==> config.mk <==
export PLATFORM = sky130hd
export DESIGN_NAME = controlador_multiciclo
export DESIGN_NICKNAME = d
export VERILOG_FILES = /design/src/rtl/controlador_pkg.sv /design/src/rtl/controlador_multiciclo_contador_espera.sv /design/src/rtl/controlador_multiciclo.sv
export SDC_FILE = /design/constraint.sdc
export NUM_CORES = 1
export LEC_CHECK = 0
export BUFFER_PORTS_ARGS = -buffer_cell sky130_fd_sc_hd__buf_4
export CAP_MARGIN = 0
export CORE_MARGIN = 1.5
export CORE_UTILIZATION = 40
export CTS_CLUSTER_DIAMETER = 40
export DETAILED_ROUTE_END_ITERATION = 8
export GPL_ROUTABILITY_DRIVEN = 0
export GPL_TIMING_DRIVEN = 0
export PLACE_DENSITY_LB_ADDON = 0.15
export SYNTH_ARGS = -nofsm -noshare
export SYNTH_HDL_FRONTEND = slang
export SYNTH_SLANG_ARGS = --single-unit
==> constraint.sdc <==
create_clock -name Clock -period 1.3 [get_ports Clock]
set_input_delay 0.13 -clock Clock [delete_from_list [all_inputs] [get_ports Clock]]
set_output_delay 0.13 -clock Clock [all_outputs]
set_load 0.01 [all_outputs]
==> src/rtl/controlador_pkg.sv <==
// Shared types and encodings for the multicycle MIPS control unit.
// States, opcodes and datapath mux encodings.
package controlador_pkg;

  typedef enum logic [3:0] {
    BUSCA      = 4'd0,
    CARREGA_IR = 4'd1,
    DECODE     = 4'd2,
    EXEC_ARIT  = 4'd3,
    WB_ARIT    = 4'd4,
    CALC_END   = 4'd5,
    LE_MEM     = 4'd6,
    WB_LOAD    = 4'd7,
    ESC_MEM    = 4'd8,
    BRANCH     = 4'd9,
    JUMP       = 4'd10,
    EXEC_ADDI  = 4'd11,
    WB_ADDI    = 4'd12,
    EXCECAO    = 4'd13
  } estado_e;

  localparam logic [5:0] OP_R    = 6'b000000;
  localparam logic [5:0] OP_LW   = 6'b100011;
  localparam logic [5:0] OP_SW   = 6'b101011;
  localparam logic [5:0] OP_BEQ  = 6'b000100;
  localparam logic [5:0] OP_BNE  = 6'b000101;
  localparam logic [5:0] OP_J    = 6'b000010;
  localparam logic [5:0] OP_ADDI = 6'b001000;

  localparam logic [1:0] ULA_ADD   = 2'b00;
  localparam logic [1:0] ULA_SUB   = 2'b01;
  localparam logic [1:0] ULA_FUNCT = 2'b10;
  localparam logic [1:0] ULA_IDLE  = 2'b11;

  localparam logic [1:0] PCF_ULA    = 2'b00;
  localparam logic [1:0] PCF_ALUOUT = 2'b01;
  localparam logic [1:0] PCF_JUMP   = 2'b10;

  localparam logic [1:0] ULB_REG    = 2'b00;
  localparam logic [1:0] ULB_QUATRO = 2'b01;
  localparam logic [1:0] ULB_IMM    = 2'b10;
  localparam logic [1:0] ULB_IMM_SH = 2'b11;

  function automatic int unsigned larg_contador(int unsigned w);
    return (w == 0) ? 1 : $clog2(w + 1);
  endfunction

  function automatic logic eh_estado_mem(estado_e s);
    return (s == BUSCA) || (s == LE_MEM) || (s == ESC_MEM);
  endfunction

endpackage

==> src/rtl/controlador_multiciclo_contador_espera.sv <==
// Memory wait logic: fixed-count dwell or ready handshake.
// done_o is high in the last cycle of a memory state.
module contador_espera
  import controlador_pkg::*;
#(
  parameter int unsigned MEM_WAIT      = 2,
  parameter bit          USE_MEM_READY = 1'b0
) (
  input  logic clk_i,
  input  logic rst_i,
  input  logic start_i,
  input  logic mem_pronta_i,
  output logic done_o
);

  if (USE_MEM_READY) begin : g_hs
    logic unused_hs;
    assign unused_hs = clk_i ^ rst_i;
    assign done_o = start_i & mem_pronta_i;
  end else begin : g_cnt
    localparam int unsigned CW = larg_contador(MEM_WAIT);
    localparam logic [CW-1:0] CARGA = CW'(MEM_WAIT);

    logic [CW-1:0] cnt_q;
    logic [CW-1:0] cnt_d;
    logic          unused_pronta;

    assign unused_pronta = mem_pronta_i;

    // Count down while in a memory state; reload otherwise or on exit.
    always_comb begin
      cnt_d = CARGA;
      if (start_i && (cnt_q != '0))
        cnt_d = cnt_q - 1'b1;
    end

    // Counter register, reset to a full dwell.
    always_ff @(posedge clk_i or posedge rst_i) begin
      if (rst_i) cnt_q <= CARGA;
      else       cnt_q <= cnt_d;
    end

    assign done_o = start_i & (cnt_q == '0);
  end

endmodule

==> src/rtl/controlador_multiciclo.sv <==
// Multicycle MIPS control unit: fetch/decode/execute/mem/write-back.
// Outputs decode straight from state and OpCode.
module controlador_multiciclo
  import controlador_pkg::*;
#(
  parameter int unsigned MEM_WAIT      = 2,
  parameter bit          USE_MEM_READY = 1'b0
) (
  input  logic       Clock,
  input  logic       Reset,
  input  logic [5:0] OpCode,
  input  logic       MemPronta,
  output logic       PCEsc,
  output logic       PCEscCond,
  output logic       BranchNe,
  output logic [1:0] PCFonte,
  output logic       CtrMem,
  output logic       IouD,
  output logic       IREsc,
  output logic       MDREsc,
  output logic       RegWrite,
  output logic       RegDst,
  output logic       MemParaReg,
  output logic       ULAFonteA,
  output logic [1:0] ULAFonteB,
  output logic [1:0] ULAOp,
  output logic       Invalida,
  output logic [3:0] state
);

  estado_e state_q;
  estado_e state_d;
  logic    mem_st;
  logic    mem_done;

  assign mem_st = eh_estado_mem(state_q);
  assign state  = state_q;

  contador_espera #(
    .MEM_WAIT      (MEM_WAIT),
    .USE_MEM_READY (USE_MEM_READY)
  ) u_espera (
    .clk_i        (Clock),
    .rst_i        (Reset),
    .start_i      (mem_st),
    .mem_pronta_i (MemPronta),
    .done_o       (mem_done)
  );

  // Next-state selection and opcode dispatch.
  always_comb begin
    state_d = state_q;
    case (state_q)
      BUSCA:      if (mem_done) state_d = CARREGA_IR;
      CARREGA_IR: state_d = DECODE;
      DECODE: begin
        case (OpCode)
          OP_R:           state_d = EXEC_ARIT;
          OP_LW, OP_SW:   state_d = CALC_END;
          OP_BEQ, OP_BNE: state_d = BRANCH;
          OP_J:           state_d = JUMP;
          OP_ADDI:        state_d = EXEC_ADDI;
          default:        state_d = EXCECAO;
        endcase
      end
      EXEC_ARIT:  state_d = WB_ARIT;
      CALC_END:   state_d = (OpCode == OP_SW) ? ESC_MEM : LE_MEM;
      LE_MEM:     if (mem_done) state_d = WB_LOAD;
      ESC_MEM:    if (mem_done) state_d = BUSCA;
      EXEC_ADDI:  state_d = WB_ADDI;
      default:    state_d = BUSCA;
    endcase
  end

  // State register; reset drops any instruction in flight.
  always_ff @(posedge Clock or posedge Reset) begin
    if (Reset) state_q <= BUSCA;
    else       state_q <= state_d;
  end

  // Datapath controls per state.
  always_comb begin
    PCEsc      = 1'b0;
    PCEscCond  = 1'b0;
    BranchNe   = 1'b0;
    PCFonte    = PCF_ULA;
    CtrMem     = 1'b0;
    IouD       = 1'b0;
    IREsc      = 1'b0;
    MDREsc     = 1'b0;
    RegWrite   = 1'b0;
    RegDst     = 1'b0;
    MemParaReg = 1'b0;
    ULAFonteA  = 1'b0;
    ULAFonteB  = ULB_REG;
    ULAOp      = ULA_IDLE;
    Invalida   = 1'b0;
    case (state_q)
      CARREGA_IR: begin
        IREsc     = 1'b1;
        PCEsc     = 1'b1;
        ULAFonteB = ULB_QUATRO;
        ULAOp     = ULA_ADD;
        PCFonte   = PCF_ULA;
      end
      DECODE: begin
        ULAFonteB = ULB_IMM_SH;
        ULAOp     = ULA_ADD;
      end
      EXEC_ARIT: begin
        ULAFonteA = 1'b1;
        ULAOp     = ULA_FUNCT;
      end
      WB_ARIT: begin
        ULAFonteA = 1'b1;
        ULAOp     = ULA_FUNCT;
        RegDst    = 1'b1;
        RegWrite  = 1'b1;
      end
      CALC_END, EXEC_ADDI: begin
        ULAFonteA = 1'b1;
        ULAFonteB = ULB_IMM;
        ULAOp     = ULA_ADD;
      end
      WB_ADDI: begin
        ULAFonteA = 1'b1;
        ULAFonteB = ULB_IMM;
        ULAOp     = ULA_ADD;
        RegWrite  = 1'b1;
      end
      LE_MEM: begin
        IouD   = 1'b1;
        MDREsc = 1'b1;
      end
      WB_LOAD: begin
        MemParaReg = 1'b1;
        RegWrite   = 1'b1;
      end
      ESC_MEM: begin
        IouD   = 1'b1;
        CtrMem = 1'b1;
      end
      BRANCH: begin
        ULAFonteA = 1'b1;
        ULAOp     = ULA_SUB;
        PCEscCond = 1'b1;
        PCFonte   = PCF_ALUOUT;
        BranchNe  = OpCode[0];
      end
      JUMP: begin
        PCEsc   = 1'b1;
        PCFonte = PCF_JUMP;
      end
      EXCECAO:  Invalida = 1'b1;
      default: ;
    endcase
  end

endmodule

==> reports/metrics.csv, run 1 <==
stage,metric,value,unit
run_status,status,did not finish,
run_status,stage reached,global routing,
run_status,Log Error,"[ERROR DPL-0038] Utilization greater than 100%, impossible to legalize",
floorplan,die extent in x,44.02,µm
floorplan,initial cell density of the core,0.4367,
timing,worst_ep kind,primary output,
synthesis,largest family of logic cells by synthesized area,simple AND/OR/NAND/NOR gates,
clock_network,clock buffer depth,2,
synthesis,Synth area leaders,"dfrtp_1 (19%), nand2b_1 (7.4%), nand2_1 (4.5%), dfstp_2 (3.9%), nor2b_1 (3.7%)",
timing,post-GRT worst EP,ULAOp[1],
clock_network,H-tree levels,1,
synthesis,area share of the largest cell type after synthesis,0.1859,
synthesis,post-synthesis async set-or-reset flop share,1.000,
synthesis,multiplexer share of the synthesized area,0.03160,
floorplan,num rows,14,
synthesis,post-synthesis compound-gate area fraction,0.2193,
grt,largest net degree at the start of global routing,11,
synthesis,sequential element share of the synthesized area,0.2249,
placement,Post-DP Area,959.7,µm²
synthesis,Syn Area/Cell,7.317,µm²
synthesis,Synth Area in XOR/XNOR,0.01301,
synthesis,Post-synth top flop,dfrtp_1,
floorplan,Die Y,44.02,µm
clock_network,CTS root buf,clkbuf_4,
synthesis,Mapped Cells,92,
synthesis,Syn Nets,102,
synthesis,post-synthesis cell type count,41,
clock_network,clock sink total,6,
synthesis,Yosys reg bits,6,
placement,IO Port Bufs,29,
placement,post-DP HPWL,1410,µm
synthesis,Post-synth EDFFs,0,
synthesis,"top cells by count, synth","nand2_1 (8), nand2b_1 (8), nor2_1 (6)",
clock_network,CTS buffer count,3,
synthesis,Synth warnings,0,
synthesis,Synth Area in Simple Gates,0.4108,
synthesis,synthesized cell area,673.1,µm²
synthesis,area share of fa/ha/maj cells after synthesis,0.01859,
floorplan,io pins,31,
synthesis,largest area contributor in the netlist,dfrtp_1,
cells by family after synthesis:
logic type,after synthesis
simple gates,47
flops,6
fa+ha+maj,1
xor+xnor,1
compound gates,22
mux,2
buf+inv,13
per-stage QoR:
stage                     hold WS [ns]  utilization  setup TNS [ns]  setup WS [ns]  cells
after CTS                       0.2174       0.8742          -3.570        -0.2777    162
after global placement         0.05397       0.6226          -1.590        -0.2855    137
after floorplan               -0.07977            -         -0.1253       -0.07597     92
after detailed placement       0.07254       0.6226          -1.535        -0.2847    137
what timing repair did:
action / CTS
endpoints found under the hold margin: 5
hold buffers: 1
buffers inserted: 20
pin swaps: 13
gates resized for setup: 47
setup endpoints to repair: 21
==> run 2: changes to the inputs <==
--- a/config.mk
+++ b/config.mk
@@ -7,10 +7,9 @@
 export LEC_CHECK = 0
 export BUFFER_PORTS_ARGS = -buffer_cell sky130_fd_sc_hd__buf_4
 export CAP_MARGIN = 0
-export CORE_MARGIN = 1.5
-export CORE_UTILIZATION = 40
-export CTS_CLUSTER_DIAMETER = 40
+export CORE_AREA = 2 2 63 65
 export DETAILED_ROUTE_END_ITERATION = 8
+export DIE_AREA = 0 0 65 67
 export GPL_ROUTABILITY_DRIVEN = 0
 export GPL_TIMING_DRIVEN = 0
 export PLACE_DENSITY_LB_ADDON = 0.15
==> constraint.sdc (replaced) <==
create_clock -name Clock -period 1.7 [get_ports Clock]
set_input_delay 0.17 -clock Clock [delete_from_list [all_inputs] [get_ports Clock]]
set_output_delay 0.17 -clock Clock [all_outputs]
set_load 0.01 [all_outputs]
==> reports/metrics.csv, run 2 <==
stage,metric,value,unit,change
run_status,status,finished clean,,was did not finish
timing,Final Hold Fails,0,,
detailed_routing,Antenna Violating Nets Remaining,0,,
timing,final worst path period share,0.9542,,
setup_path,R2R cell count,5,,
synthesis,largest area contributor in the netlist,dfrtp_1,,unchanged
setup_path,Critical Path Start Type,register,,
synthesis,post-synthesis async set-or-reset flop share,1.000,,unchanged
synthesis,Synth warnings,0,,unchanged
clock_network,worst-skew pair later-pin latency,0.22,ns,
flow_run,Max Cap Viol,0,,
floorplan,core area,3606,µm²,
detailed_routing,vias,790,,
setup_path,CP Cell Sequence,"buf_8, nor2_2, and3_1, or2_1, buf_4",,
power_and_ir_drop,pwr dens,1491,nW/µm²,
timing,final setup fails,0,,
timing,Worst Tran Pin Value,0.3406,ns,
timing,final worst slack,0.07782,ns,
min_path,Worst Hold End,state[2],,
setup_path,flop-to-flop setup slack,0.21,ns,
setup_path,Worst path max stage delay,0.45,ns,
clock_network,clock sink total,6,,unchanged
synthesis,area share of the largest cell type after synthesis,0.1859,,unchanged
timing,Hold Slack,0.3111,ns,
min_path,Worst Hold Path Cells,3,,
synthesis,Mapped Cells,92,,unchanged
setup_path,CP max stage cell,dfrtp_2,,
layout,"most common cell after layout, fill and taps aside",buf_4,,
floorplan,Die ar.,4355,µm²,
setup_path,Worst setup EP type,primary output,,
synthesis,Syn Area/Cell,7.317,µm²,unchanged
synthesis,Post-synth top flop,dfrtp_1,,unchanged
synthesis,Synth area leaders,"dfrtp_1 (19%), nand2b_1 (7.4%), nand2_1 (4.5%), dfstp_2 (3.9%), nor2b_1 (3.7%)",,unchanged
placement,post-DP HPWL,1672,µm,was 1410 µm
setup_path,WP data required,1.53,ns,
grt,largest net degree at the start of global routing,11,,
timing,setup_tns,0,ns,
timing,"Min Clock Period, post-route",1.622,ns,
clock_network,H-tree levels,1,,unchanged
min_path,hold_sp,OpCode[5],,
placement,IO Port Bufs,29,,unchanged
synthesis,Syn Nets,102,,unchanged
detailed_routing,final WL,2067,µm,
grt,vias in the first global route,756,,
synthesis,sequential element share of the synthesized area,0.2249,,unchanged
setup_path,WS Path Type,register to primary output,,
min_path,Worst Hold Class,primary input to register,,
synthesis,post-synthesis cell type count,41,,unchanged
grt,Total GRT Usage,0.09665,,
clock_network,CTS buffer count,3,,unchanged
synthesis,"top cells by count, synth","nand2_1 (8), nand2b_1 (8), nor2_1 (6)",,unchanged
floorplan,initial cell density of the core,0.1867,,was 0.4367
clock_network,clock buffer depth,2,,unchanged
grt,gr ovfl total,0,,
timing,Rel. slew slack,0.7725,,
detailed_routing,DR WL/cell,11.95,µm,
layout,Layout area overhead,59.48,%,
timing,Final Slew Violations,0,,
floorplan,num rows,22,,was 14
layout,nets,136,,
power_and_ir_drop,Peak VDD IR,0.5639,mV,
setup_path,CP Max Fanout,10,,
timing,Max Clock Skew,0.002051,ns,
placement,Placed Cells,169,,was 137
synthesis,Post-synth EDFFs,0,,unchanged
layout,Final Non-Filler Cells,173,,
detailed_routing,vias per cell,4.566,,
timing,max frequency,616.5,MHz,
grt,initial antenna violation count,0,,
power_and_ir_drop,overall power,1.600,mW,
setup_path,R2R Path Start,u_espera.g_cnt.cnt_q[1],,
clock_network,clk slew on worst S/H paths,0.04,ns,
floorplan,die extent in x,65,µm,was 44.02 µm
setup_path,worst reg2reg path endpoint,state[3],,
placement,Post-Place Worst Slack,-0.1211,ns,was -0.2847 ns
layout,highest-count cells in the layout ignoring fill and taps,"buf_4 (32), nand2_1 (8), nand2b_1 (8)",,
layout,n_diodes,0,,
detailed_routing,drt first pass iters,4,,
grt,first-pass GRT wire length,3291,µm,
floorplan,io pins,31,,unchanged
synthesis,synthesized cell area,673.1,µm²,unchanged
floorplan,Die Y,67,µm,was 44.02 µm
clock_network,post-CTS setup repair buffer count,0,,was 20
layout,layout cell share with drive strength beyond 1,0.3920,,
clock_network,CTS tree,built,,
clock_network,CTS root buf,clkbuf_8,,was clkbuf_4
layout,max reg flops,4,,
power_and_ir_drop,Leak,0.4741,nW,
detailed_routing,DRC Markers,0,,
detailed_routing,initial DRC count,23,,
synthesis,Yosys reg bits,6,,unchanged
setup_path,WP data arrival,1.45,ns,
run 2: cell counts after synthesis:
Identical to the previous run, type by type.
run 2: timing repair:
item,in CTS,in global routing
gates cloned,0,0
endpoints found under the hold margin,5,0
gates resized for setup,16,13
endpoints found under the setup margin,16,9
hold buffers,1,0
run 2: routing by layer:
| layer | track usage | part of all wire | up-vias |
|---|---|---|---|
| met5 | 0 | 0 | - |
| li1 | - | - | 397 |
| met1 | 0.1144 | 0.44 | 359 |
| met4 | 0.007979 | 0 | 0 |
| met3 | 0.02872 | 0.078 | 0 |
| met2 | 0.1778 | 0.48 | 34 |
run 2: power breakdown:
group	internal (mW)	switching, mW
logic	0.551	0.555
registers	0.210	0.0652
clock network	0.161	0.0576
run 2: through the flow:
step,util,cell area [µm²]
floorplan,-,673.1
global placement,0.2637,950.9
detailed placement,0.2637,950.9
CTS,0.2894,1044
global route,0.2977,1074
finish,0.2977,1074
run 2: how the worst max path moves through the flow:
stage,from,to,slack [ns],cells past startpoint
6_report,state[0],PCEsc,0.08,5
5_1_grt,state[3],ULAFonteB[1],-0.005,6
4_1_cts,state[1],ULAOp[1],-0.004,5
3_5_place_dp,state[2],ULAOp[1],-0.12,6
3_3_place_gp,state[2],ULAOp[1],-0.09,6
2_1_floorplan,state[0],ULAFonteB[1],0.17,5
run 2: area by class of cell:
| cell class | count | area [µm²] |
|---|---|---|
| inverters | 4 | 15.01 |
| fillers | 395 | 2532 |
| clock buffers | 4 | 45.04 |
| repair buffers | 30 | 227.7 |
| flip-flops and latches | 6 | 155.1 |
| well taps | 48 | 60.06 |
| multi-input cells | 73 | 488.0 |
| plain buffers | 8 | 82.58 |
run 2: worst max-delay path, delay by kind of cell, from the launching register on:
family | cells | cell delay, ns
AND/OR/NAND/NOR | 3 | 0.52
buffers and inverters | 2 | 0.27
flip-flops | 1 | 0.45
run 2: kinds of logic (layout without fill, tap and decap cells):
| logic type | count (synthesis) | count (layout) | synth area share |
|---|---|---|---|
| adders and majority gates | 1 | 1 | 0.01858 |
| xor gates and xnor gates | 1 | 1 | 0.01301 |
| muxes | 2 | 2 | 0.03160 |
| buffers and inverters | 13 | 46 | 0.08178 |
| and+or+nand+nor | 47 | 47 | 0.4108 |
| DFF | 6 | 6 | 0.2249 |
| AOI/OAI and AO/OA | 22 | 22 | 0.2193 |
Power figures use the tool's default switching activity.
==> run 3: changes to the inputs <==
--- a/config.mk
+++ b/config.mk
@@ -5,6 +5,7 @@
 export SDC_FILE = /design/constraint.sdc
 export NUM_CORES = 1
 export LEC_CHECK = 0
+export ABC_AREA = 1
 export BUFFER_PORTS_ARGS = -buffer_cell sky130_fd_sc_hd__buf_4
 export CAP_MARGIN = 0
 export CORE_AREA = 2 2 63 65
==> constraint.sdc (replaced) <==
create_clock -name Clock -period 1.79 [get_ports Clock]
set_input_delay 0.179 -clock Clock [delete_from_list [all_inputs] [get_ports Clock]]
set_output_delay 0.179 -clock Clock [all_outputs]
set_load 0.01 [all_outputs]
==> reports/metrics.csv, run 3 <==
stage,metric,value,unit,change
timing,Final Slew Violations,0,,unchanged
layout,max reg flops,4,,unchanged
detailed_routing,drt first pass iters,3,,was 4
timing,max frequency,595.5,MHz,
clock_network,clock buffer depth,2,,unchanged
setup_path,Worst path max stage delay,0.45,ns,about the same
clock_network,clk slew on worst S/H paths,0.04,ns,about the same
synthesis,"top cells by count, synth","nand2_1 (19), nor2_1 (17), inv_1 (16)",,"was nand2_1 (8), nand2b_1 (8), nor2_1 (6)"
setup_path,WP data arrival,1.50,ns,was 1.45 ns
layout,nets,144,,was 136
grt,vias in the first global route,680,,was 756
timing,"Min Clock Period, post-route",1.679,ns,
synthesis,Synth Area in XOR/XNOR,0,,was 0.01301
synthesis,synthesized cell area,595.6,µm²,was 673.1 µm²
setup_path,Worst path top cell family by delay,simple AND/OR/NAND/NOR gates,,unchanged
layout,layout cell share with drive strength beyond 1,0.4211,,was 0.3920
setup_path,CP Max Fanout,6,,was 10
power_and_ir_drop,Peak VDD IR,0.3237,mV,was 0.5639 mV
synthesis,Synth area leaders,"dfrtp_1 (21%), nand2_1 (12%), nor2_1 (11%), inv_1 (10%), nand3_1 (6.7%)",,"was dfrtp_1 (19%), nand2b_1 (7.4%), nand2_1 (4.5%), dfstp_2 (3.9%), nor2b_1 (3.7%)"
run_status,status,finished clean,,unchanged
detailed_routing,DR WL/cell,9.575,µm,was 11.95 µm
grt,first-pass GRT wire length,2911,µm,was 3291 µm
grt,largest net degree at the start of global routing,7,,was 11
floorplan,io pins,31,,unchanged
placement,Post-Place Worst Slack,0.2635,ns,was -0.1211 ns
layout,fin util,0.2606,,was 0.2977
synthesis,multiplexer share of the synthesized area,0,,was 0.03160
floorplan,Die Y,67,µm,unchanged
floorplan,core area,3606,µm²,unchanged
layout,register area,152.6,µm²,was 155.1 µm²
detailed_routing,DRC Markers,0,,unchanged
synthesis,area share of fa/ha/maj cells after synthesis,0.02101,,was 0.01859
placement,post-DP HPWL,1471,µm,was 1672 µm
power_and_ir_drop,Leak,0.5189,nW,was 0.4741 nW
synthesis,area share of the largest cell type after synthesis,0.2101,,was 0.1859
setup_path,CP Cell Sequence,"inv_2, nand2_2, nor3_1, nor3_4, nand2_1, nor2_1, buf_4",,"was buf_8, nor2_2, and3_1, or2_1, buf_4"
synthesis,sequential element share of the synthesized area,0.2542,,was 0.2249
layout,Layout area overhead,57.77,%,was 59.48%
detailed_routing,vias per cell,3.790,,was 4.566
clock_network,worst-skew pair later-pin latency,0.22,ns,about the same
timing,final worst path period share,0.9381,,
setup_path,CP max stage cell,dfrtp_1,,was dfrtp_2
floorplan,num rows,22,,unchanged
clock_network,post-CTS setup repair buffer count,0,,unchanged
placement,IO Port Bufs,29,,unchanged
setup_path,Critical Path Start Type,register,,unchanged
synthesis,Post-synth top flop,dfrtp_1,,unchanged
floorplan,initial cell density of the core,0.1652,,was 0.1867
timing,setup_tns,0,ns,unchanged
clock_network,H-tree levels,1,,unchanged
detailed_routing,initial DRC count,43,,was 23
setup_path,WP data required,1.61,ns,was 1.53 ns
synthesis,Mapped Cells,99,,was 92
timing,Max Clock Skew,0.002459,ns,was 0.002051 ns
synthesis,Post-synth EDFFs,0,,unchanged
power_and_ir_drop,overall power,1.530,mW,was 1.600 mW
timing,Worst Tran Pin Value,0.3710,ns,was 0.3406 ns
layout,FILL cells,419,,was 395
flow_run,Max Cap Viol,0,,unchanged
setup_path,WS Path Type,register to primary output,,unchanged
detailed_routing,vias,686,,was 790
synthesis,post-synthesis compound-gate area fraction,0.05462,,was 0.2193
synthesis,post-synthesis async set-or-reset flop share,1.000,,unchanged
synthesis,Synth warnings,0,,unchanged
synthesis,Syn Area/Cell,6.016,µm²,was 7.317 µm²
clock_network,CTS buffer count,3,,unchanged
timing,Final Hold Fails,0,,unchanged
timing,Hold Slack,0.3741,ns,was 0.3111 ns
setup_path,CP bufs+invs,2,,unchanged
setup_path,Worst setup EP type,primary output,,unchanged
floorplan,die extent in x,65,µm,unchanged
synthesis,cell with the most instances after synthesis,nand2_1,,
timing,Rel. slew slack,0.7508,,was 0.7725
timing,final setup fails,0,,unchanged
clock_network,clock sink total,6,,unchanged
layout,highest-count cells in the layout ignoring fill and taps,"buf_4 (30), nand2_1 (19), nor2_1 (17)",,"was buf_4 (32), nand2_1 (8), nand2b_1 (8)"
detailed_routing,Antenna Violating Nets Remaining,0,,unchanged
synthesis,largest family of logic cells by synthesized area,simple AND/OR/NAND/NOR gates,,unchanged
clock_network,CTS root buf,clkbuf_8,,unchanged
grt,Total GRT Usage,0.08533,,was 0.09665
min_path,Worst Hold Class,primary input to register,,unchanged
grt,gr ovfl total,0,,unchanged
detailed_routing,final WL,1733,µm,was 2067 µm
synthesis,post-synthesis cell type count,20,,was 41
layout,"most common cell after layout, fill and taps aside",buf_4,,unchanged
timing,final worst slack,0.1108,ns,was 0.07782 ns
synthesis,Syn Nets,109,,was 102
layout,n_diodes,0,,unchanged
synthesis,largest area contributor in the netlist,dfrtp_1,,unchanged
synthesis,Yosys reg bits,6,,unchanged
clock_network,CTS tree,built,,unchanged
floorplan,Die ar.,4355,µm²,unchanged
synthesis,Synth Area in Simple Gates,0.5063,,was 0.4108
power_and_ir_drop,pwr dens,1628,nW/µm²,was 1491 nW/µm²
grt,initial antenna violation count,0,,unchanged
layout,Multi-input gate area,356.6,µm²,was 488.0 µm²
==> run 3: cell count changes after synthesis, moves of 7 or more <==
cell,previous run,this run
inv_1,4,16
nand2_1,8,19
nor2_1,6,17
inv_2,0,8
nand2b_1,8,0
nand3_1,1,8
==> run 3: layout make-up <==
type / count / share of cell area
buffer: 1 / 0.007989
clock buffer: 4 / 0.04794
inverter: 24 / 0.09587
multi-input combinational: 68 / 0.3795
sequential: 6 / 0.1624
tap: 48 / 0.06391
timing repair buffer: 30 / 0.2423
==> run 3: cell families (layout without fill, tap and decap cells) <==
family	count (synthesis)	in the layout
and+or+nand+nor	62	62
buffers and inverters	25	59
DFF	6	6
AOI/OAI and AO/OA	5	5
adders and majority gates	1	1
==> run 3: routing by layer <==
layer / routed length [µm] / vias to the layer above / track usage
li1: - / 376 / -
met2: 860 / 18 / 0.1598
met3: 86 / 0 / 0.02196
met5: 0 / - / 0
met1: 786 / 292 / 0.09137
met4: 0 / 0 / 0.03191
==> run 3: path summary, 6_finish.rpt <==
check | start | to | slack, ns | depth (start not counted)
min reg2reg | u_espera.g_cnt.cnt_q[0] | u_espera.g_cnt.cnt_q[0] | 0.42 | 1
max in group asynchronous | Reset | u_espera.g_cnt.cnt_q[1] | 1.11 | 3
min in group asynchronous | Reset | state[3] | 0.42 | 3
max reg2reg | state[3] | state[0] | 0.53 | 8
max | state[0] | ULAOp[1] | 0.11 | 7
min | OpCode[4] | state[1] | 0.37 | 5
==> run 3: per-stage QoR <==
step | area [µm²] | std cells
4_1_cts | 928.4 | 181
3_5_place_dp | 873.3 | 176
6_report | 939.7 | 181
3_3_place_gp | 873.3 | 176
2_1_floorplan | 595.6 | 99
5_1_grt | 939.7 | 181
==> run 3: timing repair <==
| action | 4_1_cts | 5_1_grt |
|---|---|---|
| hold endpoints to repair | 5 | 0 |
| resized for setup | 0 | 3 |
| hold buffers | 1 | 0 |
| setup endpoints to repair | 0 | 2 |
==> run 3: worst register-to-register path, stage by stage, from the launching register on <==
cell,delay (ns)
dfrtp_1,0.44
inv_2,0.10
nand2_2,0.10
nor2_2,0.21
a21oi_2,0.06
nand2_1,0.08
nand2_1,0.07
nand2_1,0.06
inv_1,0.04
==> run 3: power by group <==
part | leakage [nW] | switching (mW) | internal (mW)
Sequential | 0.0742 | 0.0761 | 0.203
Combinational | 0.422 | 0.587 | 0.449
Clock | 0.0228 | 0.0617 | 0.153
Total | 0.519 | 0.725 | 0.805
